**config.mk**
```make
export PLATFORM = sky130hd
export DESIGN_NAME = fpu_issue_ctrl_flat
export DESIGN_NICKNAME = d
export VERILOG_FILES = /design/src/rtl/fpu_pkg.sv /design/src/rtl/fpu_issue_ctrl_if.sv /design/src/rtl/fpu_op_fifo.sv /design/src/rtl/fpu_issue_ctrl.sv /design/src/flat_wrapper.sv
export SDC_FILE = /design/constraint.sdc
export NUM_CORES = 1
export LEC_CHECK = 0
export BUFFER_PORTS_ARGS = -buffer_cell sky130_fd_sc_hd__clkbuf_2
export CAP_MARGIN = 15
export CORE_MARGIN = 2
export CORE_UTILIZATION = 30
export CTS_CLUSTER_SIZE = 25
export DETAILED_ROUTE_END_ITERATION = 7
export PLACE_DENSITY = 0.5
export SYNTH_ARGS = -nofsm -noshare
export SYNTH_HDL_FRONTEND = slang
export SYNTH_SLANG_ARGS = --single-unit
```
**constraint.sdc**
```tcl
create_clock -name clk -period 6.6 [get_ports clk]
set_input_delay 0.99 -clock clk [delete_from_list [all_inputs] [get_ports clk]]
set_output_delay 0.99 -clock clk [all_outputs]
set_load 0.01 [all_outputs]
```
**src/rtl/fpu_pkg.sv**
```systemverilog
// Shared constants and types for the FPU issue controller and its FIFO.
// Latency: none (declarations only).
// Backpressure: not applicable.
package fpu_pkg;

  localparam logic [1:0] OP_ADD = 2'b00;
  localparam logic [1:0] OP_SUB = 2'b01;
  localparam logic [1:0] OP_MUL = 2'b10;
  localparam logic [1:0] OP_DIV = 2'b11;

  localparam int SIGN_BIT = 31;
  localparam int EXP_MSB  = 30;
  localparam int EXP_LSB  = 23;
  localparam int FRAC_W   = 23;
  localparam logic [7:0] EXP_ALL_ONES = 8'hFF;

  localparam int FLG_NAN  = 3;
  localparam int FLG_INF  = 2;
  localparam int FLG_ZERO = 1;
  localparam int FLG_SIGN = 0;

  localparam int ENTRY_W = 66;

  typedef enum logic [1:0] {IDLE, WAIT, OUT} state_e;

  // One queued operation: opcode plus both FP32 operands.
  typedef struct packed {
    logic [1:0]  op;
    logic [31:0] a;
    logic [31:0] b;
  } op_entry_t;

  // Classify an FP32 value; denormals are deliberately not reported as zero.
  function automatic logic [3:0] classify(input logic [31:0] r);
    logic [7:0]        e;
    logic [FRAC_W-1:0] f;
    logic [3:0]        fl;
    e  = r[EXP_MSB:EXP_LSB];
    f  = r[FRAC_W-1:0];
    fl = '0;
    fl[FLG_NAN]  = (e == EXP_ALL_ONES) && (f != '0);
    fl[FLG_INF]  = (e == EXP_ALL_ONES) && (f == '0);
    fl[FLG_ZERO] = (e == '0) && (f == '0);
    fl[FLG_SIGN] = r[SIGN_BIT];
    return fl;
  endfunction

endpackage

```
**src/rtl/fpu_issue_ctrl_if.sv**
```systemverilog
// Operand, FPU and result signals of the FPU issue controller.
// Latency: none (wiring only).
// Backpressure: in_valid/in_ready on the operand side, res_valid/res_ready on results.
interface fpu_issue_ctrl_if #(
  parameter int DEPTH = 4
);
  localparam int AW = $clog2(DEPTH);

  logic          in_valid;
  logic          in_ready;
  logic [31:0]   in_a;
  logic [31:0]   in_b;
  logic [1:0]    in_op;
  logic [31:0]   fpu_a;
  logic [31:0]   fpu_b;
  logic [1:0]    fpu_op;
  logic [31:0]   fpu_result;
  logic          res_valid;
  logic          res_ready;
  logic [31:0]   res_data;
  logic [1:0]    res_op;
  logic [3:0]    res_flags;
  logic          busy;
  logic [AW:0]   count;

  modport slave (
    input  in_valid, in_a, in_b, in_op, fpu_result, res_ready,
    output in_ready, fpu_a, fpu_b, fpu_op, res_valid, res_data, res_op, res_flags,
           busy, count
  );

  modport master (
    output in_valid, in_a, in_b, in_op, fpu_result, res_ready,
    input  in_ready, fpu_a, fpu_b, fpu_op, res_valid, res_data, res_op, res_flags,
           busy, count
  );

endinterface

```
**src/rtl/fpu_op_fifo.sv**
```systemverilog
// Generic synchronous FIFO for queued operations; head is visible combinationally.
// Latency: a pushed entry is poppable the cycle after the push edge.
// Backpressure: push ignored when full, pop ignored when empty; no full-bypass.
module fpu_op_fifo #(
  parameter int WIDTH = 66,
  parameter int DEPTH = 4,
  localparam int AW   = $clog2(DEPTH)
) (
  input  logic             clk,
  input  logic             rst,
  input  logic             push_i,
  input  logic [WIDTH-1:0] din_i,
  input  logic             pop_i,
  output logic [WIDTH-1:0] dout_o,
  output logic [AW:0]      count_o,
  output logic             full_o,
  output logic             empty_o
);

  logic [WIDTH-1:0] mem_q [DEPTH];
  logic [AW-1:0]    wr_ptr_q;
  logic [AW-1:0]    rd_ptr_q;
  logic [AW:0]      count_q;
  logic             do_push;
  logic             do_pop;

  assign full_o  = (count_q == (AW+1)'(DEPTH));
  assign empty_o = (count_q == '0);
  assign do_push = push_i && !full_o;
  assign do_pop  = pop_i && !empty_o;
  assign dout_o  = mem_q[rd_ptr_q];
  assign count_o = count_q;

  // Storage, power-of-two wrapping pointers and occupancy.
  always_ff @(posedge clk) begin
    if (rst) begin
      wr_ptr_q <= '0;
      rd_ptr_q <= '0;
      count_q  <= '0;
      for (int i = 0; i < DEPTH; i++) mem_q[i] <= '0;
    end else begin
      if (do_push) begin
        mem_q[wr_ptr_q] <= din_i;
        wr_ptr_q        <= wr_ptr_q + AW'(1);
      end
      if (do_pop) rd_ptr_q <= rd_ptr_q + AW'(1);
      if (do_push && !do_pop)      count_q <= count_q + (AW+1)'(1);
      else if (do_pop && !do_push) count_q <= count_q - (AW+1)'(1);
    end
  end

endmodule

```
**src/rtl/fpu_issue_ctrl.sv**
```systemverilog
// Queues FP32 ops, drives them to the combinational FPU and returns classified results.
// Latency: push into idle empty block -> res_valid after SETTLE+1 further edges.
// Backpressure: in_ready drops when the FIFO is full; a result holds until res_ready.
module fpu_issue_ctrl
  import fpu_pkg::*;
#(
  parameter int DEPTH  = 4,
  parameter int SETTLE = 1
) (
  input logic             clk,
  input logic             rst,
  fpu_issue_ctrl_if.slave bus
);

  localparam int AW = $clog2(DEPTH);
  localparam int CW = (SETTLE < 2) ? 1 : $clog2(SETTLE + 1);

  state_e      state_q, state_d;
  logic [CW-1:0] cnt_q, cnt_d;
  logic        pop;
  logic        capture;
  logic        res_clr;
  logic        in_ready;
  op_entry_t   head;
  op_entry_t   tail;
  logic        fifo_full;
  logic        fifo_empty;
  logic [AW:0] fifo_count;

  logic [31:0] fpu_a_q, fpu_b_q;
  logic [1:0]  fpu_op_q;
  logic        res_valid_q;
  logic [31:0] res_data_q;
  logic [1:0]  res_op_q;
  logic [3:0]  res_flags_q;

  assign tail     = '{op: bus.in_op, a: bus.in_a, b: bus.in_b};
  assign in_ready = !rst && !fifo_full;

  fpu_op_fifo #(
    .WIDTH(ENTRY_W),
    .DEPTH(DEPTH)
  ) u_fifo (
    .clk    (clk),
    .rst    (rst),
    .push_i (bus.in_valid && in_ready),
    .din_i  (tail),
    .pop_i  (pop),
    .dout_o (head),
    .count_o(fifo_count),
    .full_o (fifo_full),
    .empty_o(fifo_empty)
  );

  // Next state: fetch in IDLE, count down settle time in WAIT, hand off result in OUT.
  always_comb begin
    state_d = state_q;
    cnt_d   = cnt_q;
    pop     = 1'b0;
    capture = 1'b0;
    res_clr = 1'b0;
    unique case (state_q)
      IDLE: begin
        if (!fifo_empty) begin
          pop     = 1'b1;
          cnt_d   = CW'(SETTLE);
          state_d = WAIT;
        end
      end
      WAIT: begin
        cnt_d = cnt_q - CW'(1);
        if (cnt_q == CW'(1)) begin
          capture = 1'b1;
          state_d = OUT;
        end
      end
      OUT: begin
        if (bus.res_ready) begin
          res_clr = 1'b1;
          if (!fifo_empty) begin
            pop     = 1'b1;
            cnt_d   = CW'(SETTLE);
            state_d = WAIT;
          end else begin
            state_d = IDLE;
          end
        end
      end
      default: state_d = IDLE;
    endcase
  end

  // FSM state and settle counter.
  always_ff @(posedge clk) begin
    if (rst) begin
      state_q <= IDLE;
      cnt_q   <= '0;
    end else begin
      state_q <= state_d;
      cnt_q   <= cnt_d;
    end
  end

  // Operand registers change only when an entry leaves the FIFO.
  always_ff @(posedge clk) begin
    if (rst) begin
      fpu_a_q  <= '0;
      fpu_b_q  <= '0;
      fpu_op_q <= '0;
    end else if (pop) begin
      fpu_a_q  <= head.a;
      fpu_b_q  <= head.b;
      fpu_op_q <= head.op;
    end
  end

  // Result capture after settling; held until the consumer takes it.
  always_ff @(posedge clk) begin
    if (rst) begin
      res_valid_q <= 1'b0;
      res_data_q  <= '0;
      res_op_q    <= '0;
      res_flags_q <= '0;
    end else if (capture) begin
      res_valid_q <= 1'b1;
      res_data_q  <= bus.fpu_result;
      res_op_q    <= fpu_op_q;
      res_flags_q <= classify(bus.fpu_result);
    end else if (res_clr) begin
      res_valid_q <= 1'b0;
    end
  end

  assign bus.in_ready  = in_ready;
  assign bus.fpu_a     = fpu_a_q;
  assign bus.fpu_b     = fpu_b_q;
  assign bus.fpu_op    = fpu_op_q;
  assign bus.res_valid = res_valid_q;
  assign bus.res_data  = res_data_q;
  assign bus.res_op    = res_op_q;
  assign bus.res_flags = res_flags_q;
  assign bus.busy      = (state_q != IDLE) || !fifo_empty;
  assign bus.count     = fifo_count;

endmodule

```
**src/flat_wrapper.sv**
```systemverilog
// flat-port wrapper written by rule: the top's interface ports become plain ports
module fpu_issue_ctrl_flat import fpu_pkg::*;
#(
  parameter int DEPTH  = 4,
  parameter int SETTLE = 1
)
  (clk, rst, bus_in_valid, bus_in_a, bus_in_b, bus_in_op, bus_fpu_result, bus_res_ready, bus_in_ready, bus_fpu_a, bus_fpu_b, bus_fpu_op, bus_res_valid, bus_res_data, bus_res_op, bus_res_flags, bus_busy, bus_count);
  fpu_issue_ctrl_if #(.DEPTH(DEPTH)) bus_i ();
  input logic clk;
  input logic rst;
  input wire logic [$bits(bus_i.in_valid)-1:0] bus_in_valid;
  input wire logic [$bits(bus_i.in_a)-1:0] bus_in_a;
  input wire logic [$bits(bus_i.in_b)-1:0] bus_in_b;
  input wire logic [$bits(bus_i.in_op)-1:0] bus_in_op;
  input wire logic [$bits(bus_i.fpu_result)-1:0] bus_fpu_result;
  input wire logic [$bits(bus_i.res_ready)-1:0] bus_res_ready;
  output wire logic [$bits(bus_i.in_ready)-1:0] bus_in_ready;
  output wire logic [$bits(bus_i.fpu_a)-1:0] bus_fpu_a;
  output wire logic [$bits(bus_i.fpu_b)-1:0] bus_fpu_b;
  output wire logic [$bits(bus_i.fpu_op)-1:0] bus_fpu_op;
  output wire logic [$bits(bus_i.res_valid)-1:0] bus_res_valid;
  output wire logic [$bits(bus_i.res_data)-1:0] bus_res_data;
  output wire logic [$bits(bus_i.res_op)-1:0] bus_res_op;
  output wire logic [$bits(bus_i.res_flags)-1:0] bus_res_flags;
  output wire logic [$bits(bus_i.busy)-1:0] bus_busy;
  output wire logic [$bits(bus_i.count)-1:0] bus_count;
  assign bus_i.in_valid = bus_in_valid;
  assign bus_i.in_a = bus_in_a;
  assign bus_i.in_b = bus_in_b;
  assign bus_i.in_op = bus_in_op;
  assign bus_i.fpu_result = bus_fpu_result;
  assign bus_i.res_ready = bus_res_ready;
  assign bus_in_ready = bus_i.in_ready;
  assign bus_fpu_a = bus_i.fpu_a;
  assign bus_fpu_b = bus_i.fpu_b;
  assign bus_fpu_op = bus_i.fpu_op;
  assign bus_res_valid = bus_i.res_valid;
  assign bus_res_data = bus_i.res_data;
  assign bus_res_op = bus_i.res_op;
  assign bus_res_flags = bus_i.res_flags;
  assign bus_busy = bus_i.busy;
  assign bus_count = bus_i.count;
  fpu_issue_ctrl #(.DEPTH(DEPTH), .SETTLE(SETTLE)) u_core (.clk(clk), .rst(rst), .bus(bus_i));
endmodule
```
==> results.md <==
- Outcome: finished clean
- Fin Setup TNS: 0 ns
- RSZ-0062 raised after global routing: no
- First-pass GRT wire length: 60,400 um
- Layout area overhead: 19.8%
- Hold path endpoint: u_core.bus.fpu_a[19]$_SDFFE_PP0N_
- Fin. max-slew vios: 0
- Maximum VDD drop: 0.000310 V
- Antenna Nets Post-Route: 0
- Die ar.: 53,500 um2
- Setup bufs post-CTS: 0
- Io pins: 212
- DRC viols: 0
- Synth Flop Type: edfxtp_1
- Routed WL: 39,500 um
- HPWL after DPL: 23,200 um
- Max Freq: 269 MHz
- CTS tree: done
- GPL Wtd Cong: 0.809
- Worst Hold Class: flop to flop
- Hold path startpoint: u_core.bus.fpu_a[19]$_SDFFE_PP0N_
- Util after Layout: 36.2%
- DRT Pass-1 Iters: 5
- Share of cells above drive strength 1: 26.8%
- Crit path capture type: flop
- CP required: 6.79 ns
- Number of synthesized flops with an enable pin: 264
- Async SR Flop Fraction: 0%
- PortBufs: 211
- Cells after DPL: 1,990
- Worst r2r src: u_core.u_fifo.count_o[0]$_SDFFE_PP0P_
- Ant. Diodes: 0
- Commonest cells after routing, fill and taps aside: and2_1 (264), edfxtp_1 (264), clkbuf_2 (210)
- Seq cells post-synth: 378
- Synthesized area: 15,500 um2
- Warnings, synthesis: 0
- # rows: 83
- Root Buffer: clkbuf_16
- Reg clk slew, reported paths: 0.05 ns
- Power density cells: 374 nW/um2
- Core Box Area: 51,200 um2
- Die X: 231 um
- Mapped Cells: 1,161
- Max-cap violation count: 0
- CTS-repair resized insts: 0
- Critical path fanouts, max: 63
- Remaining Overflow, GRT: 0
- CTS Buffer Depth: 3
- Worst r2r path cells: 6
- Crit Path Class: input port to flop
- Number of global-route vias before repair: 9,762
- WHS Path Cells: 2
- Register area share after synthesis: 65.9%
- Leakage: 6.95 nW
- Rel. slew slack: 30.6%
- Iteration-0 DRC count of the detailed router: 577
- Initial antenna violation count: 3
- Routed length per instance: 19.1 um
- Synthesized Nets: 1,265
- Final worst path period share: 56.3%
- Distinct cells, synth: 42
- CTS Hold Buffers Added: 0
- Clock sinks: 378
- Largest net degree at the start of global routing: 69
- CP startpoint kind: input port
- Initial Util: 30.3%
- Fin. Hold Viols: 0
- Worst reg2reg path endpoint: u_core.u_fifo.mem_q[0][38]$_SDFFCE_PN0P_
- Final nets: 1,460
- Via count: 9,351
- CTS Buf Count: 44
- GRT Overall Usage: 15.0%
- Crit path time final: 3.71 ns
- FF-to-FF setup slack: 2.96 ns
- Die H: 231 um
- Layout Cells excl Fill: 2,067
- Worst Tran Pin Value: 1.04 ns
- Mean Syn Cell Area: 13.3 um2
- Final setup vio count: 0
- CTS H-Tree Depth: 2
- Vias per cell: 4.52
- Max Clock Skew: 0.00779 ns
- Worst-Skew Late Latency: 0.56 ns
- Crit path DAT: 3.90 ns
[worst max-delay path, stage by stage]
cell      delay [ns]
buf_4           0.30
a211oi_4        0.65
buf_4           0.56
nor3b_4         0.28
or2_4           0.47
buf_4           0.61
[metal layers]
layer	track usage (%)	up-vias	routed length, um
li1	-	4479	-
met1	19.3	4598	17300
met2	25.3	207	19300
met3	3.19	61	2070
met4	4.33	6	795
met5	0	-	36
[power breakdown]
part	switching (mW)	internal, mW
clock network	0.959	1.38
logic	0.878	0.602
registers	0.210	2.91
[cell usage after synthesis, drive strengths merged, types with 2 or more instances]
master	instances	area, um2
mux4	66	1490
nand3	2	10.0
nor2	12	45.0
nand3b	2	15.0
edfxtp	264	7930
nor3	3	20.0
nor2b	2	12.5
o41ai	2	17.5
nor4	8	50.1
nand2	204	766
or2	3	18.8
nand2b	2	12.5
dfxtp	114	2280
buf	34	228
xor2	2	17.5
nor3b	2	25.0
a21oi	107	536
inv	5	18.8
clkbuf	45	171
and2	264	1650
xnor2	3	26.3
[registers in the layout, indices dropped and copies added, names as in the netlist]
register / count
u_core.cnt_q: 1
u_core.u_fifo.rd_ptr_q: 2
u_core.bus.fpu_a: 32
u_core.state_q: 2
u_core.bus.res_data: 31
u_core.u_fifo.count_o: 3
u_core.bus.res_op: 2
u_core.bus.res_valid: 1
u_core.u_fifo.mem_q: 264
u_core.bus.res_flags: 4
u_core.bus.fpu_op: 2
u_core.bus.fpu_b: 32
u_core.u_fifo.wr_ptr_q: 2
[through the flow]
| stage | instance area, um2 | hold WS [ns] | total power [mW] | setup WS (ns) |
|---|---|---|---|---|
| 2_1_floorplan | 15500 | 0.470 | 4.13 | 1.13 |
| 3_3_place_gp | 17200 | 0.443 | 4.70 | 2.14 |
| 3_5_place_dp | 17200 | 0.447 | 4.72 | 2.13 |
| 4_1_cts | 18600 | 0.454 | 7.08 | 2.73 |
| 5_1_grt | 18600 | 0.471 | 7.34 | 2.57 |
| 6_report | 18600 | 0.451 | 6.95 | 2.89 |
[logic make-up after synthesis]
family	after synthesis	share of synthesized area, %
simple gates	509	17.2
flops	378	65.9
compound gates	116	4.01
buf+inv	84	2.70
mux	67	9.66
xor+xnor	5	0.283
fa+ha+maj	2	0.210
[area by class of cell]
| cell class | instances | area [um2] |
|---|---|---|
| fill | 4991 | 32600 |
| sequential | 378 | 10200 |
| multi-input combinational | 699 | 4900 |
| clock buffer | 65 | 1280 |
| timing repair buffer | 228 | 1190 |
| tap | 680 | 851 |
| clock inverter | 12 | 91.3 |
| inverter | 5 | 20.0 |
[worst max path at each step]
| stage | start | end | slack, ns | cells past startpoint |
|---|---|---|---|---|
| 2_1_floorplan | bus_in_valid | u_core.u_fifo.mem_q[3][0]$_DFFE_PP_ | 1.13 | 5 |
| 3_3_place_gp | rst | u_core.u_fifo.mem_q[0][44]$_SDFFCE_PN0P_ | 2.14 | 6 |
| 3_5_place_dp | rst | u_core.u_fifo.mem_q[0][44]$_SDFFCE_PN0P_ | 2.13 | 6 |
| 4_1_cts | rst | u_core.u_fifo.mem_q[0][38]$_SDFFCE_PN0P_ | 2.73 | 6 |
| 5_1_grt | rst | u_core.u_fifo.mem_q[0][38]$_SDFFCE_PN0P_ | 2.57 | 6 |
| 6_report | rst | u_core.u_fifo.mem_q[0][38]$_SDFFCE_PN0P_ | 2.89 | 6 |
Note: power is estimated with default switching activity, not from simulation.
